## src/rtl/serial_mult_ctrl_pkg.sv

```systemverilog
// Shared constants and state encoding for the serial multiplier sequencer.
package mult_ctrl_pkg;

  localparam int unsigned W_DEFAULT = 16;
  localparam int unsigned CNT_W     = $clog2(2 * W_DEFAULT);

  typedef enum logic [1:0] {
    IDLE,
    CLEAR,
    RUN,
    DONE
  } state_t;

endpackage

```

## src/rtl/serial_mult_ctrl_if.sv

```systemverilog
// Operand and result valid/ready handshakes between producer/consumer and controller.
interface serial_mult_ctrl_if
  import mult_ctrl_pkg::*;
#(
  parameter int unsigned W = W_DEFAULT
);

  logic           in_valid;
  logic           in_ready;
  logic [W-1:0]   in_a;
  logic [W-1:0]   in_b;
  logic           out_valid;
  logic           out_ready;
  logic [2*W-1:0] out_product;

  modport master (
    output in_valid, in_a, in_b, out_ready,
    input  in_ready, out_valid, out_product
  );

  modport slave (
    input  in_valid, in_a, in_b, out_ready,
    output in_ready, out_valid, out_product
  );

endinterface

```

## src/rtl/serial_mult_ctrl.sv

```systemverilog
// Sequencer for serial_mult_core: accepts an operand pair, clears the core,
// streams 2W bit-steps (multiplier bits then zero flush), collects the
// serial product and presents it on the output handshake.
module serial_mult_ctrl
  import mult_ctrl_pkg::*;
#(
  parameter int unsigned W = W_DEFAULT
) (
  input  logic                clk,
  input  logic                rst,
  serial_mult_ctrl_if.slave   bus,
  output logic                busy,
  output logic                core_clear,
  output logic                core_en,
  output logic [W-1:0]        core_mcand,
  output logic                core_bit,
  input  logic                core_pout
);

  localparam int unsigned CW = $clog2(2 * W);

  state_t         state;
  state_t         state_nx;
  logic [CW-1:0]  cnt;
  logic [W-1:0]   a_reg;
  logic [W-1:0]   b_sh;
  logic [2*W-1:0] prod_sh;
  logic           last_step;

  assign last_step = (cnt == CW'(2 * W - 1));

  // State register.
  always_ff @(posedge clk or posedge rst) begin
    if (rst) state <= IDLE;
    else     state <= state_nx;
  end

  // Next-state and handshake/core control decode.
  always_comb begin
    state_nx        = state;
    bus.in_ready    = 1'b0;
    bus.out_valid   = 1'b0;
    bus.out_product = '0;
    busy            = 1'b1;
    core_clear      = 1'b0;
    core_en         = 1'b0;
    core_bit        = 1'b0;
    core_mcand      = a_reg;
    case (state)
      IDLE: begin
        busy         = 1'b0;
        bus.in_ready = 1'b1;
        if (bus.in_valid) state_nx = CLEAR;
      end
      CLEAR: begin
        core_clear = 1'b1;
        state_nx   = RUN;
      end
      RUN: begin
        core_en  = 1'b1;
        core_bit = (cnt < CW'(W)) ? b_sh[0] : 1'b0;
        if (last_step) state_nx = DONE;
      end
      DONE: begin
        bus.out_valid   = 1'b1;
        bus.out_product = prod_sh;
        if (bus.out_ready) state_nx = IDLE;
      end
      default: state_nx = IDLE;
    endcase
  end

  // Operand capture, step counter and product collection.
  always_ff @(posedge clk or posedge rst) begin
    if (rst) begin
      cnt     <= '0;
      a_reg   <= '0;
      b_sh    <= '0;
      prod_sh <= '0;
    end else begin
      case (state)
        IDLE: begin
          if (bus.in_valid) begin
            a_reg <= bus.in_a;
            b_sh  <= bus.in_b;
          end
        end
        CLEAR: cnt <= '0;
        RUN: begin
          // Counter parks at its final value instead of wrapping.
          if (!last_step) cnt <= cnt + 1'b1;
          b_sh    <= b_sh >> 1;
          prod_sh <= {core_pout, prod_sh[2*W-1:1]};
        end
        default: ;
      endcase
    end
  end

endmodule
```

## src/flat_wrapper.sv

```systemverilog
// flat-port wrapper written by rule: the top's interface ports become plain ports
module serial_mult_ctrl_flat import mult_ctrl_pkg::*;
#(
  parameter int unsigned W = W_DEFAULT
)
  (clk, rst, busy, core_clear, core_en, core_mcand, core_bit, core_pout, bus_in_valid, bus_in_a, bus_in_b, bus_out_ready, bus_in_ready, bus_out_valid, bus_out_product);
  serial_mult_ctrl_if #(.W(W)) bus_i ();
  input  logic clk;
  input  logic rst;
  output logic busy;
  output logic core_clear;
  output logic core_en;
  output logic [W-1:0] core_mcand;
  output logic core_bit;
  input  logic core_pout;
  input wire logic [$bits(bus_i.in_valid)-1:0] bus_in_valid;
  input wire logic [$bits(bus_i.in_a)-1:0] bus_in_a;
  input wire logic [$bits(bus_i.in_b)-1:0] bus_in_b;
  input wire logic [$bits(bus_i.out_ready)-1:0] bus_out_ready;
  output wire logic [$bits(bus_i.in_ready)-1:0] bus_in_ready;
  output wire logic [$bits(bus_i.out_valid)-1:0] bus_out_valid;
  output wire logic [$bits(bus_i.out_product)-1:0] bus_out_product;
  assign bus_i.in_valid = bus_in_valid;
  assign bus_i.in_a = bus_in_a;
  assign bus_i.in_b = bus_in_b;
  assign bus_i.out_ready = bus_out_ready;
  assign bus_in_ready = bus_i.in_ready;
  assign bus_out_valid = bus_i.out_valid;
  assign bus_out_product = bus_i.out_product;
  serial_mult_ctrl #(.W(W)) u_core (.clk(clk), .rst(rst), .bus(bus_i), .busy(busy), .core_clear(core_clear), .core_en(core_en), .core_mcand(core_mcand), .core_bit(core_bit), .core_pout(core_pout));
endmodule
```

## config.mk

```make
export PLATFORM = sky130hd
export DESIGN_NAME = serial_mult_ctrl_flat
export DESIGN_NICKNAME = d
export VERILOG_FILES = /design/src/rtl/serial_mult_ctrl_pkg.sv /design/src/rtl/serial_mult_ctrl_if.sv /design/src/rtl/serial_mult_ctrl.sv /design/src/flat_wrapper.sv
export SDC_FILE = /design/constraint.sdc
export NUM_CORES = 1
export LEC_CHECK = 0
export ABC_CLOCK_PERIOD_IN_PS = 3300
export CORE_MARGIN = 2
export CORE_UTILIZATION = 52
export CTS_BUF_LIST = sky130_fd_sc_hd__clkbuf_16
export CTS_CLUSTER_DIAMETER = 200
export DETAILED_ROUTE_END_ITERATION = 8
export PLACE_DENSITY = 0.86
export SLEW_MARGIN = 20
export SYNTH_ARGS = -nofsm -noshare
export SYNTH_HDL_FRONTEND = slang
export SYNTH_SLANG_ARGS = --single-unit
```

## constraint.sdc

```tcl
create_clock -name clk -period 3.3 [get_ports clk]
set_input_delay 0.495 -clock clk [delete_from_list [all_inputs] [get_ports clk]]
set_output_delay 0.495 -clock clk [all_outputs]
set_load 0.02 [all_outputs]
```

==> reports/qor.txt, run 1 <==
Buffers inserted by post-CTS timing repair: 0
Diodes inserted: 0
Io pins: 91
Unique cell type count in the Yosys netlist: 27
Seq cells post-synth: 71
# fillers: 433
RSZ-0062 raised after global routing: no
Clock Skew: 0.00419 ns
RR Endpoint: u_core.state[1]
Overflow after GRT: 0
CTS tree: built
Max incr delay on CP: 0.74 ns
Die area: 7000 um2
Final Max Tran Viols: 0
Logic gate share of total power: 46.0%
DR WL/cell: 15.2 um
Hold Crit Start: u_core.b_sh[5]
Final hold vios: 0
Die Ht: 83.7 um
Max IR drop VDD: 0.571 mV
GR Util met1: 24.5%
PnR worst setup slack: 0.479 ns
Ys async rst share: 100%
Setup TNS: 0 ns
Largest area contributor in the netlist: dfrtp_1
Post-synth EDFFs: 0
Number of max-cap violations: 0
Minimum clock period: 2.82 ns
Core area: 6240 um2
Drt pass-1 iters: 4
GR Layer Usage met2: 31.2%
Final wirelength: 6450 um
Hold Path Class: flop to flop
Rel. slew slack: 42.7%
Worst reg2reg path depth: 6
Ys flop type: dfrtp_1
Required time of the worst setup path: 2.80 ns
Sequential fraction of the synthesis area: 53.8%
Post-synth top area share: 53.8%
Iter 0 DRT Violations: 87
P_int: 2720 uW
Hpwl dp: 4380 um
Nets: 388
Critical path startpoint: u_core.state[0]
Kind of critical path: flop to primary output
Vias in the first global route: 2181
Grt met3 use: 4.75%
Root Buffer: clkbuf_16
Residual DRC: 0
Register Area: 1780 um2
Vias per cell: 5.16
P_sw: 1530 uW
# resized after CTS: 0
Seq pwr share: 34.2%
Crit start category: flop
Max frequency: 354 MHz
Register-to-Register Setup Slack: 1.13 ns
Final Power: 4260 uW
Total number of vias: 2199
Clock Pin Slew Worst Setup and Hold Paths: 0.06 ns
Routability cong.: 0.699
Crit-path max FO: 34
Hold depth: 2
Share of cells above drive strength 1: 24.1%
Period utilization: 85.5%
Cell area after synthesis: 3300 um2
Starting density of the core: 52.9%
Die width: 83.7 um
Ys Warns: 0
Area delta synth->final: 36.6%
CP max stage cell: ha_1
Gr usage total: 19.2%
Post-Syn Instances: 255
RR Startpoint: u_core.state[0]
Largest net degree at the start of global routing: 38
Synth top area cells: dfrtp_1 (54%), mux2_2 (13%), and2_1 (6.1%)
Multi-input gate area: 1410 um2
Clk_lat worst skew: 0.32 ns
Pre-CTS WS: 0.832 ns
Setup Viol. Count Final: 0
Cts hold-fix bufs: 0
Power per cell area: 944 nW/um2
Syn_area_per_cell: 12.9 um2
CTS Sinks: 71
Status: finished clean
Cell Rows: 29
CP Capture Type: primary output
TritonCTS Buffers: 9
Sw frac: 36.0%
GRT Max-Usage Layer: met2
Clock power frac: 19.8%
Worst slew pin tran: 0.860 ns
Cell chain of the critical path: ha_1, and2_1, clkdlybuf4s50_1
Synth Net Count: 298
First-pass GRT wire length: 10500 um
Maximum clock path buffer count: 2
IO Port Bufs: 90
Worst Path Arrival: 2.33 ns
ANT nets after route: 0
Leakage Power: 0.00204 uW
Htree depth: 3
Worst min-delay path endpoint: u_core.b_sh[5]
Initial antenna violation count: 0
[cells in the mapped netlist, drive strengths merged (2+ instances only)]
cell    number
buf         12
ha           6
o22ai        6
clkbuf       3
and2        32
mux2        49
inv          7
nand2       22
o21ai       16
dfrtp       71
mux2i       18
and3         2
nor2         2
xor2         2
[worst max path at each step]
stage	endpoint	cells past startpoint
floorplan	u_core.b_sh[0]	1
global placement	bus_out_product[23]	3
detailed placement	bus_out_product[23]	3
CTS	bus_out_product[23]	3
global route	bus_out_product[11]	3
finish	bus_out_product[28]	3
[state kept, by name, indices dropped and copies added (netlist names)]
register	flops
u_core.cnt	5
u_core.state	2
u_core.b_sh	16
u_core.core_mcand	16
u_core.prod_sh	32
[kinds of logic after synthesis]
logic type / after synthesis / share of synthesized area (%)
adder cells (fa/ha/maj): 6 / 2.27
flip-flops: 71 / 53.8
AND/OR/NAND/NOR: 61 / 10.0
AO/OA/AOI/OAI: 25 / 5.84
XOR/XNOR: 3 / 0.796
multiplexers: 67 / 23.4
buffers and inverters: 22 / 3.79
[through the flow]
stage | hold slack [ns] | util [%] | cell area (um2) | std cells
floorplan | 0.450 | - | 3300 | 255
global placement | 0.460 | 68.1 | 4250 | 411
detailed placement | 0.465 | 68.1 | 4250 | 411
CTS | 0.479 | 72.3 | 4510 | 426
global route | 0.503 | 72.3 | 4510 | 426
finish | 0.478 | 72.3 | 4510 | 426
[layout by cell type (no fill, tap or decap), types with 3 or more instances in the layout]
| cell | instances |
|---|---|
| clkinv_2 | 3 |
| clkdlybuf4s50_1 | 90 |
| o21ai_2 | 14 |
| nand2_1 | 21 |
| mux2_2 | 39 |
| o22ai_1 | 6 |
| and2_1 | 32 |
| clkbuf_16 | 9 |
| inv_1 | 8 |
| buf_4 | 3 |
| mux2_4 | 10 |
| ha_1 | 5 |
| dfrtp_1 | 71 |
| mux2i_1 | 17 |
[worst max-delay path, delay by kind of cell, from the launching register on]
kind / cells / cell delay (ns)
adders and majority gates: 1 / 0.74
buffers and inverters: 1 / 0.61
DFF: 1 / 0.40
and+or+nand+nor: 1 / 0.24
[layout make-up]
cell class                 instances  share of cell area [%]
clock buffer                       9                    4.99
clock inverter                     6                   0.694
sequential                        71                    39.4
multi-input combinational        162                    31.3
inverter                           7                   0.583
timing repair buffer              94                    20.9
tap                               77                    2.14
[power groups by stage]
| stage | Sequential (uW) | Combinational (uW) | Clock, uW |
|---|---|---|---|
| floorplan | 1520 | 1300 | 0 |
| global placement | 1440 | 1910 | 0 |
| detailed placement | 1460 | 1970 | 0 |
| CTS | 1450 | 1980 | 851 |
| global route | 1500 | 2100 | 897 |
| finish | 1460 | 1960 | 841 |
[routing by layer]
layer	share of wire (%)	routed length [um]
met5	0	0
met4	1.7	111
met3	2.7	174
met2	52	3360
met1	44	2810
Power figures use the tool's default switching activity.
==> inputs of run 2 (changes only) <==
--- a/config.mk
+++ b/config.mk
@@ -5,13 +5,14 @@
 export SDC_FILE = /design/constraint.sdc
 export NUM_CORES = 1
 export LEC_CHECK = 0
-export ABC_CLOCK_PERIOD_IN_PS = 3300
+export ABC_CLOCK_PERIOD_IN_PS = 2750
 export CORE_MARGIN = 2
-export CORE_UTILIZATION = 52
+export CORE_UTILIZATION = 48
 export CTS_BUF_LIST = sky130_fd_sc_hd__clkbuf_16
 export CTS_CLUSTER_DIAMETER = 200
+export CTS_CLUSTER_SIZE = 12
 export DETAILED_ROUTE_END_ITERATION = 8
-export PLACE_DENSITY = 0.86
+export PLACE_DENSITY = 0.8
 export SLEW_MARGIN = 20
 export SYNTH_ARGS = -nofsm -noshare
 export SYNTH_HDL_FRONTEND = slang
==> constraint.sdc (replaced) <==
create_clock -name clk -period 2.75 [get_ports clk]
set_input_delay 0.4125 -clock clk [delete_from_list [all_inputs] [get_ports clk]]
set_output_delay 0.4125 -clock clk [all_outputs]
set_load 0.02 [all_outputs]
==> run 2 against run 1 <==
  * Final cell count increased by 1.4%
  * First-iteration DRC count unchanged
  * Wire length decreased by 5.7%
  * Sequential share of layout area decreased by 0.59 points
  * Utilization decreased by 4.1 points
  * Flip-flop and latch count unchanged
  * Final area increased by 1.5%
  * Total power increased by 24%
  * Via count decreased by 2.0%
  * Hold slack got worse by 0.092 ns
  * Register-to-register slack got worse by 0.25 ns
  * Critical endpoint is now bus_out_product[25]
==> reports/qor.txt, run 2 (synthesis gave the netlist of run 1 again) <==
Iter 0 DRT Violations: 87 (unchanged)
# fillers: 480 (+11%)
Hold Path Class: input pin to async pin
Diodes inserted: 0 (unchanged)
Gr usage total: 17.2% (-2.0 points)
CTS tree: built
Total number of vias: 2155 (-2.0%)
Max IR drop VDD: 0.656 mV (+15%)
CP Capture Type: primary output
Number of flip-flops in the largest register: 32 (unchanged)
Die width: 86.9 um (+3.9%)
Die Ht: 86.9 um (+3.9%)
Max frequency: 424 MHz
Crit-path max FO: 34 (unchanged)
Initial antenna violation count: 0 (unchanged)
Register-to-Register Setup Slack: 0.88 ns (-0.25 ns)
Clock Skew: 0.00368 ns (-0.000506 ns)
Sw frac: 34.1% (-1.9 points)
Final wirelength: 6090 um (-5.7%)
Maximum clock path buffer count: 2 (unchanged)
Die area: 7560 um2 (+7.9%)
IO Port Bufs: 90 (unchanged)
Rel. slew slack: 74.2% (+32 points)
Most frequent cells in the layout: clkdlybuf4s50_1 (90), dfrtp_1 (71), mux2_2 (39)
P_int: 3470 uW (+27%)
Dpl cell area: 4270 um2 (+0.44%)
Setup TNS: 0 ns (unchanged)
Clock Pin Slew Worst Setup and Hold Paths: 0.06 ns (about the same)
Htree depth: 3 (unchanged)
Vias in the first global route: 2134 (-2.2%)
Period utilization: 85.7%
RR Startpoint: u_core.cnt[0]
RSZ-0062 raised after global routing: no
Required time of the worst setup path: 2.34 ns (-0.46 ns)
Core area: 6720 um2 (+7.7%)
CTS Sinks: 71 (unchanged)
Kind of critical path: flop to primary output
Buffers inserted by post-CTS timing repair: 0 (unchanged)
Worst reg2reg path depth: 5 (-1)
Final hold vios: 0 (unchanged)
TritonCTS Buffers: 9 (unchanged)
Status: finished clean
Setup Viol. Count Final: 0 (unchanged)
Clk_lat worst skew: 0.33 ns (about the same)
Largest net degree at the start of global routing: 56 (+47%)
Routability cong.: 0.723 (+3.5%)
# resized after CTS: 0 (unchanged)
Starting density of the core: 49.1% (-3.8 points)
Worst Path Arrival: 1.94 ns (-0.39 ns)
Seq pwr share: 32.8% (-1.4 points)
Nets: 390 (+0.52%)
Leakage Power: 0.00208 uW (+1.7%)
Commonest non-fill, non-tap cell in the layout: clkdlybuf4s50_1
Hpwl dp: 4200 um (-4.2%)
Logic gate share of total power: 44.6% (-1.4 points)
Residual DRC: 0 (unchanged)
RR Endpoint: u_core.state[1]
Minimum clock period: 2.36 ns
Overflow after GRT: 0 (unchanged)
Clock power frac: 22.7% (+2.9 points)
Drt pass-1 iters: 4 (unchanged)
Power per cell area: 1150 nW/um2 (+22%)
Io pins: 91 (unchanged)
Share of cells above drive strength 1: 24.4% (+0.36 points)
First-pass GRT wire length: 9890 um (-5.9%)
Fin area: 4580 um2 (+1.5%)
Crit start category: flop
Area delta synth->final: 38.7%
Number of max-cap violations: 0 (unchanged)
Top reg by flops: u_core.prod_sh
ANT nets after route: 0 (unchanged)
Worst slew pin tran: 0.387 ns (-0.473 ns)
P_sw: 1800 uW (+17%)
DR WL/cell: 14.1 um (-7.0%)
Vias per cell: 4.99 (-3.4%)
Root Buffer: clkbuf_16
Cell Rows: 30 (+3.4%)
Cts hold-fix bufs: 0 (unchanged)
Final Max Tran Viols: 0 (unchanged)
==> run 2: power groups by stage <==
stage	clock network [uW]	registers, uW	logic (uW)
after detailed placement	0	1740	2370
after floorplan	0	1820	1570
after CTS	1220	1730	2380
final	1190	1730	2350
after global placement	0	1720	2320
after global routing	1270	1780	2540
==> run 2: critical path, stage by stage (launching register included) <==
cell and delay [ns]:
dfrtp_1 0.40, ha_1 0.17, buf_4 0.26, and2_1 0.18, clkdlybuf4s50_1 0.60
==> run 2: how the worst max path moves through the flow <==
stage                     from                   to  slack, ns  cells after the start
3_3_place_gp   u_core.state[0]  bus_out_product[20]       0.77                      4
3_5_place_dp   u_core.state[0]  bus_out_product[20]       0.72                      4
2_1_floorplan              rst       u_core.b_sh[0]       0.54                      1
5_1_grt        u_core.state[0]  bus_out_product[25]       0.26                      4
4_1_cts        u_core.state[0]  bus_out_product[25]       0.37                      4
6_report       u_core.state[0]  bus_out_product[25]       0.39                      4
==> run 2: layout make-up <==
| cell class | instances | area, um2 | share of cell area (%) |
|---|---|---|---|
| clock inverter | 7 | 81.3 | 1.78 |
| sequential | 71 | 1780 | 38.8 |
| clock buffer | 9 | 225 | 4.92 |
| tap | 80 | 100 | 2.19 |
| multi-input combinational | 162 | 1410 | 30.8 |
| timing repair buffer | 96 | 958 | 20.9 |
| inverter | 7 | 26.3 | 0.574 |
==> run 2: metal layers <==
metal | up-vias | track usage [%] | part of all wire [%]
met2 | 47 | 27.8 | 50
met4 | 0 | 7.24 | 1.5
met5 | - | 0 | 0
met1 | 1038 | 21.2 | 44
met3 | 8 | 5.69 | 4.6
li1 | 1062 | - | -
==> run 2: metrics by stage <==
stage / power, uW / cells / setup slack, ns / hold slack (ns) / utilization (%)
final: 5270 / 432 / 0.394 / 0.386 / 68.1
after global routing: 5600 / 432 / 0.256 / 0.434 / 68.1
after CTS: 5340 / 432 / 0.368 / 0.393 / 68.1
after detailed placement: 4120 / 416 / 0.724 / 0.466 / 63.6
after global placement: 4040 / 416 / 0.770 / 0.460 / 63.6
after floorplan: 3390 / 255 / 0.541 / 0.450 / -
